**config.mk**
```make
export PLATFORM = sky130hd
export DESIGN_NAME = median_window_10
export DESIGN_NICKNAME = d
export VERILOG_FILES = /design/src/rtl/median_window_10.sv
export SDC_FILE = /design/constraint.sdc
export NUM_CORES = 1
export LEC_CHECK = 0
export CAP_MARGIN = 20
export CORE_MARGIN = 2
export CORE_UTILIZATION = 30
export DETAILED_ROUTE_END_ITERATION = 6
export PLACE_DENSITY = 0.54
export SLEW_MARGIN = 5
export SYNTH_ARGS = -nofsm -noshare
export SYNTH_HDL_FRONTEND = slang
export SYNTH_SLANG_ARGS = --single-unit
```
**constraint.sdc**
```tcl
create_clock -name clk -period 2.73 [get_ports clk]
set_input_delay 0.546 -clock clk [delete_from_list [all_inputs] [get_ports clk]]
set_output_delay 0.546 -clock clk [all_outputs]
set_load 0.02 [all_outputs]
```
**src/rtl/median_window_10.sv**
```systemverilog
// 10-deep sliding window feeding a median sorter; windows emit 1 cycle after the emitting accept, held until consumed (in_ready low while held).
// Optional MEDIAN_WINDOW_STATS_EN adds a 16-bit wrapping count of consumed windows.
module median_window_10 #(
  parameter int STRIDE = 1
) (
  input  logic        clk,
  input  logic        rst,
  input  logic        in_valid,
  output logic        in_ready,
  input  logic [31:0] in_data,
  input  logic        flush,
  output logic        out_valid,
  input  logic        out_ready,
  output logic [31:0] data_0,
  output logic [31:0] data_1,
  output logic [31:0] data_2,
  output logic [31:0] data_3,
  output logic [31:0] data_4,
  output logic [31:0] data_5,
  output logic [31:0] data_6,
  output logic [31:0] data_7,
  output logic [31:0] data_8,
  output logic [31:0] data_9,
  output logic [3:0]  fill_level
`ifdef MEDIAN_WINDOW_STATS_EN
  ,
  output logic [15:0] window_count
`endif
);

  typedef enum logic {FILLING, STREAMING} state_t;

  localparam logic [3:0] STRIDE_M1 = 4'(STRIDE - 1);

  state_t      state_q, state_d;
  logic [3:0]  fill_q, fill_d;
  logic [3:0]  stride_q, stride_d;
  logic        out_valid_q, out_valid_d;
  logic [31:0] data_q [10];
  logic [31:0] data_d [10];
  logic        accept;
  logic        emit;
`ifdef MEDIAN_WINDOW_STATS_EN
  logic [15:0] window_count_q, window_count_d;
`endif

  always_comb begin
    in_ready    = !flush && !(out_valid_q && !out_ready);
    accept      = in_valid && in_ready;
    emit        = 1'b0;
    state_d     = state_q;
    fill_d      = fill_q;
    stride_d    = stride_q;
    out_valid_d = out_valid_q;
    data_d      = data_q;
    if (flush) begin
      state_d     = FILLING;
      fill_d      = 4'd0;
      stride_d    = 4'd0;
      out_valid_d = 1'b0;
      for (int i = 0; i < 10; i++) data_d[i] = 32'd0;
    end else begin
      if (out_valid_q && out_ready) out_valid_d = 1'b0;
      if (accept) begin
        for (int i = 0; i < 9; i++) data_d[i] = data_q[i+1];
        data_d[9] = in_data;
        if (fill_q != 4'd10) fill_d = fill_q + 4'd1;
        if (state_q == FILLING) begin
          if (fill_q == 4'd9) begin
            state_d = STREAMING;
            emit    = 1'b1;
          end
        end else if (stride_q == STRIDE_M1) begin
          emit = 1'b1;
        end else begin
          stride_d = stride_q + 4'd1;
        end
        // Consume and emit in the same cycle keeps out_valid high with the new window.
        if (emit) begin
          stride_d    = 4'd0;
          out_valid_d = 1'b1;
        end
      end
    end
  end

`ifdef MEDIAN_WINDOW_STATS_EN
  always_comb begin
    window_count_d = window_count_q;
    if (out_valid_q && out_ready) window_count_d = window_count_q + 16'd1;
  end
`endif

  always_ff @(posedge clk) begin
    if (rst) begin
      state_q     <= FILLING;
      fill_q      <= 4'd0;
      stride_q    <= 4'd0;
      out_valid_q <= 1'b0;
      for (int i = 0; i < 10; i++) data_q[i] <= 32'd0;
`ifdef MEDIAN_WINDOW_STATS_EN
      window_count_q <= 16'd0;
`endif
    end else begin
      state_q     <= state_d;
      fill_q      <= fill_d;
      stride_q    <= stride_d;
      out_valid_q <= out_valid_d;
      data_q      <= data_d;
`ifdef MEDIAN_WINDOW_STATS_EN
      window_count_q <= window_count_d;
`endif
    end
  end

  assign out_valid  = out_valid_q;
  assign fill_level = fill_q;
  assign data_0 = data_q[0];
  assign data_1 = data_q[1];
  assign data_2 = data_q[2];
  assign data_3 = data_q[3];
  assign data_4 = data_q[4];
  assign data_5 = data_q[5];
  assign data_6 = data_q[6];
  assign data_7 = data_q[7];
  assign data_8 = data_q[8];
  assign data_9 = data_q[9];
`ifdef MEDIAN_WINDOW_STATS_EN
  assign window_count = window_count_q;
`endif

endmodule

```
==> results.toml <==
[timing]
finalMaxSlewViolations = 0
rsz0062_at_grt = "no"
hold_viol = 0
fin_crit_sh_pct = 85.3
slew_headroom_pct = 61.7
finalCriticalPeriod_ns = 2.33
finalSetupViolCount = 0
tns_ns = 0
tightest_slew_ns = 0.573
clock.fmax_ghz = 0.429
fin_skew_ns = 0.0168

[logic_synthesis]
synth.top_cell.area_share_pct = 57.1
synth_most_common_cell = "nand2_1"
yosysSeqAreaShare_pct = 57.1
synth-async-reset-ratio_pct = 0
ys_warn_count = 0
yosys.area.top_type = "dfxtp_1"
synth-edff-count = 0
ys_seq_elements = 330
syn_inst = 1455
synth_common_cells = "nand2_1 (643), dfxtp_1 (330), a21oi_1 (327)"
synthFlopType = "dfxtp_1"
netlist_area_um2 = 11600
yosysUniqueCellTypes = 32
synth_area_leaders = "dfxtp_1 (57%), nand2_1 (21%), a21oi_1 (14%), buf_2 (1.9%), buf_4 (1.6%)"
postSynthNetCount = 1497
synth.avg_cell_area_um2 = 7.95

[cts]
cts_tree = "done"
cts_resized = 0
cts_max_level = 2
clockRootBuffer = "clkbuf_16"
cts_sinks = 330
postCtsSetupRepairBufs = 0
clock_latency_ns = 0.52
ctsHoldBuffers = 0
path_clk_slew_ns = 0.05
clk_path_buf_depth = 3
numCtsBuffers = 38

[cells_and_area]
multiInputGateArea_um2 = 4350
layout.nets = 1829
final_cells = 2322
regArea_um2 = 6610
num_antenna_cells = 0
layout-area-overhead-vs-synth_pct = 47.0
num-fill-cells = 3776
layout-drive-gt1-share_pct = 5.47

[global_routing]
grt_max_degree = 99
grt_pass1_wl_mm = 56.8
antenna_found_initial = 0
grt_pass1_vias = 9753
gr-total-overflow = 0
grt_usage_pct = 17.5

[floorplan]
pin_count = 363
initial_core_util_pct = 30.5
core_area_um2 = 37800
die_h_um = 200
die_w_um = 200
dieArea_um2 = 40100
num_rows = 71

[drt]
vias = 10495
drt_wl_total_mm = 37.0
via_per_inst = 4.52
drt-pass1-iter-count = 5
wl_per_cell_um = 15.9
drcViolationCount = 0
ant_nets = 0
drt-initial-drc-count = 457

[hold_path]
worstHoldPathType = "reg -> reg"
holdPathStages = 2

[power]
power.total_w = 0.0104
peakVddDrop_mv = 0.360
p_leak_nw = 5.32
power_density_nw_per_um2 = 611

[worst_setup_path]
crit_type = "in -> out"
required_ns = 2.18
critPathLaunchType = "input port"
reg2reg_slack_ns = 1.08
reg2regPathDepth = 6
cp.arrival_ns = 1.78
crit_fanout = 2
critPathCaptureType = "output pin"

[placement]
gp_congestion = 0.780
io_buffer_count = 362
place_inst = 2258
dp_hpwl_mm = 25.6

[run_status]
status = "finished clean"

[job]
maxCapViolations = 0
## kinds of logic after synthesis
family	after synthesis	synth area share, %
buffers and inverters	115	5.34
and+or+nand+nor	668	22.2
xor gates and xnor gates	2	0.152
adders and majority gates	5	0.541
AOI/OAI and AO/OA	335	14.6
DFF	330	57.1
## where the power goes
part | switching, W | internal (W) | total, W
combinational | 0.000293 | 0.000150 | 0.000443
clock | 0.00198 | 0.00312 | 0.00510
sequential | 0.0000114 | 0.00483 | 0.00484
total | 0.00229 | 0.00810 | 0.0104
## flip-flops by register name (all words and copies together), names as in the netlist, 4 cells and up
signal and flops:
data_5 32, data_8 32, data_1 32, data_7 32
fill_level 4, data_2 32, data_3 32, data_9 32
stride_q 4, data_6 32, data_4 32, data_0 32
## placed cells by master (no fill, tap or decap), types with 2 or more instances in the layout
master and instances:
nand2_1 643, clkdlybuf4s50_1 362, dfxtp_1 330, a21oi_1 327
clkbuf_16 41, buf_4 22, buf_12 16, clkbuf_8 8
inv_1 7, clkbuf_1 7, nor2_1 6, nand3_1 6
ha_1 5, clkinv_2 5, nand2b_1 3, nor2b_1 2
o21ai_0 2, xnor2_1 2, bufinv_16 2
## worst paths after layout
kind                                    start     endpoint
worst max-delay path                out_ready     in_ready
worst min-delay path                data_0[5]    data_0[5]
worst max register to register  fill_level[1]  stride_q[2]
worst min register to register      data_0[5]    data_0[5]
## layer usage
layer	track usage [%]	wire length [um]
met1	23.5	17200
met2	26.4	15800
met3	6.74	3360
met4	4.76	694
met5	0	0
## through the flow
step / hold WS (ns) / util [%] / area [um2] / setup WS [ns]
3_3_place_gp: 0.443 / 41.6 / 15700 / 0.364
2_1_floorplan: 0.453 / - / 11600 / 1.16
6_report: 0.453 / 44.9 / 17000 / 0.400
4_1_cts: 0.454 / 44.9 / 17000 / 0.391
5_1_grt: 0.478 / 44.9 / 17000 / 0.328
3_5_place_dp: 0.446 / 41.6 / 15700 / 0.399
## critical path, stage by stage
cell	delay [ns]
clkdlybuf4s50_1	0.47
nor2b_1	0.06
nor2_1	0.09
clkdlybuf4s50_1	0.61
## cell type report
type	count	share of cell area (%)
Timing Repair Buffer	400	24.2
Multi-Input combinational cell	1010	25.6
Inverter	7	0.155
Sequential cell	330	38.9
Tap cell	511	3.76
Clock inverter	8	0.545
Clock buffer	56	6.84
No activity file was read; power rests on OpenSTA's default activity.
